### src/rtl/board_state.sv
// Registered tic-tac-toe board: validates and commits single-cell moves, then
// spends one CHECK cycle on win/draw evaluation of the committed board.
module board_state (
  input  logic        i_clk,
  input  logic        i_reset_n,
  input  logic        i_new_game,
  input  logic        i_valid,
  input  logic [17:0] i_mask,
  input  logic        i_bad_move,
  input  logic        i_user,
  output logic        o_ready,
  output logic [17:0] o_board,
  output logic        o_turn,
  output logic        o_illegal,
  output logic [1:0]  o_result,
  output logic [3:0]  o_moves
);

  typedef enum logic [1:0] {
    PLAY  = 2'd0,
    CHECK = 2'd1,
    OVER  = 2'd2
  } state_e;

  localparam logic [17:0] LOW_BITS = 18'h15555;
  localparam logic [11:0] LINES [8] = '{12'h123, 12'h456, 12'h789, 12'h147,
                                        12'h258, 12'h369, 12'h159, 12'h357};

  state_e      state_q, state_d;
  logic [17:0] board_q, board_d;
  logic        turn_q, turn_d;
  logic        illegal_q, illegal_d;
  logic [1:0]  result_q, result_d;
  logic [3:0]  moves_q, moves_d;

  logic        handshake;
  logic        reject;
  logic [1:0]  winner;
  logic [1:0]  ca, cb, cc;

  // Cell k (1..9) lives at bits [19-2k:18-2k].
  function automatic logic [1:0] cell_of(input logic [17:0] b, input logic [3:0] k);
    logic [17:0] s;
    s = b >> (5'd18 - {k, 1'b0});
    return s[1:0];
  endfunction

  always_comb begin : win_eval
    winner = 2'b00;
    ca     = 2'b00;
    cb     = 2'b00;
    cc     = 2'b00;
    // Reverse scan so the earliest line in the table takes priority.
    for (int i = 7; i >= 0; i--) begin
      ca = cell_of(board_q, LINES[i][11:8]);
      cb = cell_of(board_q, LINES[i][7:4]);
      cc = cell_of(board_q, LINES[i][3:0]);
      if (ca != 2'b00 && ca == cb && cb == cc) winner = ca;
    end
  end

  // Handshake: a move transfers on a rising edge where i_valid and o_ready are
  // both high; i_valid while o_ready is low is ignored and must be re-presented.
  assign handshake = i_valid && (state_q == PLAY);
  assign reject    = i_bad_move || (i_mask == 18'h0) || (i_user != turn_q) ||
                     (|((board_q | (board_q >> 1)) & i_mask & LOW_BITS));

  always_comb begin : next_state
    state_d   = state_q;
    board_d   = board_q;
    turn_d    = turn_q;
    illegal_d = 1'b0;
    result_d  = result_q;
    moves_d   = moves_q;
    if (i_new_game) begin
      state_d  = PLAY;
      board_d  = 18'h0;
      turn_d   = 1'b1;
      result_d = 2'b00;
      moves_d  = 4'd0;
    end else begin
      case (state_q)
        PLAY: begin
          if (handshake) begin
            if (reject) begin
              illegal_d = 1'b1;
            end else begin
              board_d = board_q | i_mask;
              moves_d = moves_q + 4'd1;
              state_d = CHECK;
            end
          end
        end
        CHECK: begin
          if (winner != 2'b00) begin
            result_d = winner;
            state_d  = OVER;
          end else if (moves_q == 4'd9) begin
            result_d = 2'b10;
            state_d  = OVER;
          end else begin
            turn_d  = ~turn_q;
            state_d = PLAY;
          end
        end
        OVER:    state_d = OVER;
        default: state_d = PLAY;
      endcase
    end
  end

  always_ff @(posedge i_clk or negedge i_reset_n) begin
    if (!i_reset_n) begin
      state_q   <= PLAY;
      board_q   <= 18'h0;
      turn_q    <= 1'b1;
      illegal_q <= 1'b0;
      result_q  <= 2'b00;
      moves_q   <= 4'd0;
    end else begin
      state_q   <= state_d;
      board_q   <= board_d;
      turn_q    <= turn_d;
      illegal_q <= illegal_d;
      result_q  <= result_d;
      moves_q   <= moves_d;
    end
  end

  assign o_ready   = (state_q == PLAY);
  assign o_board   = board_q;
  assign o_turn    = turn_q;
  assign o_illegal = illegal_q;
  assign o_result  = result_q;
  assign o_moves   = moves_q;

endmodule

### config.mk
export PLATFORM = sky130hd
export DESIGN_NAME = board_state
export DESIGN_NICKNAME = d
export VERILOG_FILES = /design/src/rtl/board_state.sv
export SDC_FILE = /design/constraint.sdc
export NUM_CORES = 1
export LEC_CHECK = 0
export CAP_MARGIN = 5
export CORE_ASPECT_RATIO = 0.75
export CORE_UTILIZATION = 48
export CTS_CLUSTER_DIAMETER = 100
export DETAILED_ROUTE_END_ITERATION = 10
export GPL_TIMING_DRIVEN = 0
export PLACE_DENSITY_LB_ADDON = 0.12
export SLEW_MARGIN = 15
export SYNTH_ARGS = -nofsm -noshare
export SYNTH_HDL_FRONTEND = slang
export SYNTH_SLANG_ARGS = --single-unit
### constraint.sdc
create_clock -name i_clk -period 2.46 [get_ports i_clk]
set_clock_uncertainty 0.05 [all_clocks]
set_input_delay 0.369 -clock i_clk [delete_from_list [all_inputs] [get_ports i_clk]]
set_output_delay 0.369 -clock i_clk [all_outputs]
set_load 0.02 [all_outputs]
==> results.cfg, run 1 <==
[clock_network]
clock_latency_ns = 0.28
cts_num_sinks = 28
h-tree-depth = 1
cts_hold_buf = 0
cts_buffers = 3
cts_tree = built
cts.path.max_buffers = 2
clockRootBuffer = clkbuf_8
postCtsSetupBuffers = 0
clk_pin_slew_ns = 0.10

[setup_path]
worstSetupEndpointType = register
r2r_setup_slack_ns = 0.14
startpoint_type = register
worstPathArrival_ns = 2.47
cp_max_fo = 10
cp_data_required_time_ns = 2.61
critPathKind = reg2reg
reg2reg_depth = 8

[pwr]
p_leak_nw = 1.044
power_density_nw_per_um2 = 448.7
ir_drop_uv = 401.6

[min_path]
hold_path_class = in2async

[die]
die-area_um2 = 4072
die_height_um = 55.52
core_area_um2 = 3661
die_w_um = 73.36
io_pins = 51
placementRows = 19
initial_core_util_pct = 50.07

[timing]
finalSetupViolations = 0
fmax_mhz = 431.7
fin_crit_sh_pct = 94.17
worstMarginPinSlew_ns = 0.6242
finalHoldViolations = 0
period_needed_ns = 2.316
finalMaxSlewViolations = 0
slew_headroom_pct = 58.39
rsz0062_at_grt = false

[global_routing]
grt-ovfl-total = 0
antenna_found_initial = 0
grt_util_all_layers_pct = 28.89
grt_first_pass_wirelength_um = 8983
grt_max_degree = 29
use_met2_pct = 43.52
grt_pass1_vias = 1780
use_met3_pct = 4.015
busiest_layer = met1
met1_usage_pct = 44.44

[finish]
fin_cells = 326
area_delta_synth_final_pct = 35.09
antenna_cells = 0
layout_common_cells = 49 x clkdlybuf4s50_1, 28 x nor2_1, 27 x dfrtp_1
final_nets = 301
final_common_cell = clkdlybuf4s50_1
drive_above_1_share_pct = 9.854
fin_util_pct = 67.64

[synth]
synth_fp_nets = 246
ys_ff_latch = 28
ys_seq_area_share_pct = 38.29
synthCells = 220
synth_warnings = 0
netlist_area_um2 = 1833
postSynthAreaPerCell_um2 = 8.332
yosysTopAreaCellShare_pct = 36.86
ys_types = 44
yosysTopAreaCell = dfrtp_1
ys_top_cells_by_area = dfrtp_1 37%, a21oi_1 7.1%, nor2_1 5.7%

[place]
numPortBuffers = 50
place_congestion = 0.9641
placed_cells = 322
hpwl_um = 3952

[routing]
dr.pass1.iters = 5
routed_wl_um = 5400
dr_total_vias = 1934
initialDrtViolationCount = 166
avgRoutedWirePerCell_um = 16.56
vias_per_cell = 5.933
drc = 0
antenna_left = 0

[run_status]
outcome = complete, no violations

[flow_run]
drv_cap = 0
## what timing repair did
action / CTS / global route
endpoints found under the setup margin: 0 / 3
hold endpoints to repair: 0 / 0
gates resized for setup: 0 / 4
## registers in the layout (all words and copies together), names as in the netlist
register	cells
o_board	18
o_moves	4
o_result	2
state_q	2
o_illegal	1
o_turn	1
## logic make-up after synthesis
group / Yosys count / synth area share, %
simple gates: 110 / 33.65
compound gates: 56 / 18.29
flops: 28 / 38.29
buf+inv: 18 / 5.392
xor+xnor: 4 / 1.912
mux: 2 / 1.092
fa+ha+maj: 2 / 1.365
## path summary, 6_finish.rpt
check	startpoint	end
hold / removal	i_reset_n	o_result[0]
setup reg to reg	o_board[13]	o_turn
hold reg to reg	o_result[1]	o_result[1]
min in group i_clk	o_result[1]	o_result[1]
setup / recovery	o_board[13]	o_turn
max in group asynchronous	i_reset_n	o_board[9]
## stage by stage
stage	total power, mW	instance area [µm²]	hold WS, ns	setup slack [ns]	setup TNS (ns)
after floorplan	0.6277	1833	0.02341	0.2540	0
after global placement	0.7441	2399	0.4723	-0.1269	-1.923
after detailed placement	0.7466	2394	0.3749	-0.1601	-2.248
after CTS	1.119	2465	0.06343	0.04044	0
after global routing	1.170	2476	0.07963	0.0009857	0
final	1.111	2476	0.04440	0.1435	0
## power breakdown
part           switching [mW]  total (mW)  internal [mW]  leakage (nW)
Clock                   0.151       0.369          0.218        0.0357
Sequential             0.0272       0.505          0.478         0.384
Combinational           0.125       0.237          0.112         0.625
Total                   0.303        1.11          0.808          1.04
## synth_stat cells, drive strengths merged
cell and number:
or4b 1, dfstp 1, o211ai 1, ha 2, clkbuf 6, nor2 28, nor2b 6, o221a 1
nand3 13, or3 6, o21ai 16, o31a 1, nor4 10, and2 1, a21oi 27, o21ba 1
and3 8, a21bo 2, xnor2 2, or4 3, a222oi 1, nand2 6, nand3b 4, or2 1
inv 4, o21a 2, nor3b 3, nand4 4, o211a 1, buf 8, a21o 2, dfrtp 27
mux2i 2, nor3 13, a311oi 1, xor2 2, nand2b 3
## final cells by class
cell class	count	area [µm²]
inverter	4	15.01
clock inverter	1	30.03
multi-input combinational	174	1042
buffer	14	85.08
sequential	28	701.9
fill	340	1185
clock buffer	3	41.29
timing repair buffer	50	495.5
tap	52	65.06
## critical path, cell delays in order, from the launching register on
cell	delay [ns]
dfrtp_1	0.40
buf_2	0.19
or3_1	0.40
a21oi_2	0.19
nor3_1	0.09
nor4_2	0.32
a21oi_2	0.15
nor3b_2	0.21
mux2i_1	0.23
## layer usage
metal,part of all wire (%),wire length (µm)
met5,0,0
met4,0.93,50
met3,6.6,359
met2,47,2523
met1,46,2466
Power figures use the tool's default switching activity.
==> inputs of run 2 (changes only) <==
SKIP_CTS_REPAIR_TIMING = 1   (was default)
==> results of run 2 <==
No change in the layout: final DEF, timing and power equal those of run 1.
==> inputs of run 3 (changes only) <==
GPL_TIMING_DRIVEN = default   (was 0)
==> run 3 against run 2 <==
  * Global-route usage is 0.64 points lower
  * Register-to-register slack hardly changed
  * Final cell count is 2.1% higher
  * Core utilization is 1.9 points higher
  * Combinational power is 3% higher
  * Clock power hardly changed
  * Via count is 0.41% lower
  * Flip-flop and latch count stayed put
  * Largest power group unchanged
==> results.cfg, run 3 (same netlist as run 1, synthesis figures left out) <==
[setup_path]
worstPathArrival_ns = 2.47
worstPathBufferInverterCount = 1
crit_slowest_cell = dfstp_2
startpoint_type = register
crit_cells = 7
max_stage_delay_ns = 0.59
critPathKind = reg2reg
worstSetupEndpointType = register
cp_top_family = simple AND/OR/NAND/NOR gates
reg2reg_depth = 7
cp_data_required_time_ns = 2.62
cp_max_fo = 19
crit_chain = xnor2_1 -> nand4_1 -> or4b_4 -> nor4_4 -> buf_6 -> a21oi_1 -> nor2_1

[place]
hpwl_um = 3920
numPortBuffers = 50
preCtsSetupSlack_ns = -0.1573
place_congestion = 0.9214

[timing]
worstMarginPinSlew_ns = 0.6462
fin_crit_sh_pct = 93.83
fin_ws_ns = 0.1519
fmax_mhz = 433.3
hold_ws_ns = 0.4135
finalMaxSlewViolations = 0
slew_headroom_pct = 56.79
rsz0062_at_grt = false
finalHoldViolations = 0
finalSetupViolations = 0
period_needed_ns = 2.308

[routing]
avgRoutedWirePerCell_um = 15.82
dr.pass1.iters = 6
antenna_left = 0
routed_wl_um = 5267
drc = 0
initialDrtViolationCount = 144
vias_per_cell = 5.784
dr_total_vias = 1926

[pwr]
comb_power_share_pct = 21.8
p_int_mw = 0.8186
power_mw = 1.122
swShare_pct = 27.00
pwr-share-clk_pct = 33.1
p_leak_nw = 1.097
power_density_nw_per_um2 = 440.2
p_sw_mw = 0.3029
power.share.sequential_pct = 45.0
ir_drop_uv = 424.5

[min_path]
hold_path_class = in2async

[finish]
seqCellArea_um2 = 701.9
final_common_cell = clkdlybuf4s50_1
layout_common_cells = 50 x clkdlybuf4s50_1, 28 x nor2_1, 27 x dfrtp_1
area_delta_synth_final_pct = 38.98
multi_input_area_um2 = 1032
num-fill-cells = 323
drive_above_1_share_pct = 12.81
antenna_cells = 0
final_nets = 308
largest_reg_flops = 18

[global_routing]
antenna_found_initial = 0
grt_util_all_layers_pct = 28.24
grt-ovfl-total = 0
grt_first_pass_wirelength_um = 8721
grt_max_degree = 29
grt_pass1_vias = 1812

[clock_network]
cts.path.max_buffers = 2
h-tree-depth = 1
cts_tree = built
clk_pin_slew_ns = 0.09
cts_num_sinks = 28
clock_latency_ns = 0.29
clockRootBuffer = clkbuf_8
cts_buffers = 3

[die]
core_area_um2 = 3661
die-area_um2 = 4072
die_height_um = 55.52
die_w_um = 73.36
io_pins = 51
initial_core_util_pct = 50.07
placementRows = 19

[run_status]
outcome = complete, no violations

[flow_run]
drv_cap = 0
## run 3: routing by layer
| metal | up-vias | wire (µm) | GRT usage [%] |
|---|---|---|---|
| met1 | 900 | 2448 | 41.85 |
| met5 | - | 0 | 0 |
| met3 | 11 | 346 | 4.745 |
| li1 | 929 | - | - |
| met4 | 0 | 96 | 10.44 |
| met2 | 86 | 2375 | 41.40 |
## run 3: cell type report
type,count,area share [%]
clock buffer,3,1.621
clock inverter,1,1.179
inverter,4,0.5894
multi-input combinational,174,40.52
sequential,28,27.55
tap,52,2.554
timing repair buffer,71,25.98
## run 3: power by group through the flow
stage	sequential [mW]	clock, mW	combinational (mW)
after CTS	0.504	0.378	0.243
after global routing	0.509	0.395	0.267
after global placement	0.513	0	0.240
after floorplan	0.527	0	0.101
final	0.505	0.371	0.245
after detailed placement	0.513	0	0.242
## run 3: path summary, 6_finish.rpt
check	startpoint	to	slack (ns)
worst max register to register	o_turn	o_board[17]	0.15
worst min register to register	o_turn	o_turn	0.51
worst min-delay path	i_reset_n	o_result[0]	0.41
worst max-delay path	o_turn	o_board[17]	0.15
min in group i_clk	o_turn	o_turn	0.51
max in group asynchronous	i_reset_n	o_turn	1.64
## run 3: per-stage QoR
stage / cells / area, µm² / util, % / setup TNS [ns]
final: 333 / 2547 / 69.58 / 0
after global routing: 333 / 2547 / 69.58 / 0
after CTS: 333 / 2544 / 69.48 / 0
after detailed placement: 329 / 2472 / 67.53 / -2.692
after global placement: 329 / 2472 / 67.53 / -1.828
after floorplan: 220 / 1833 / - / 0
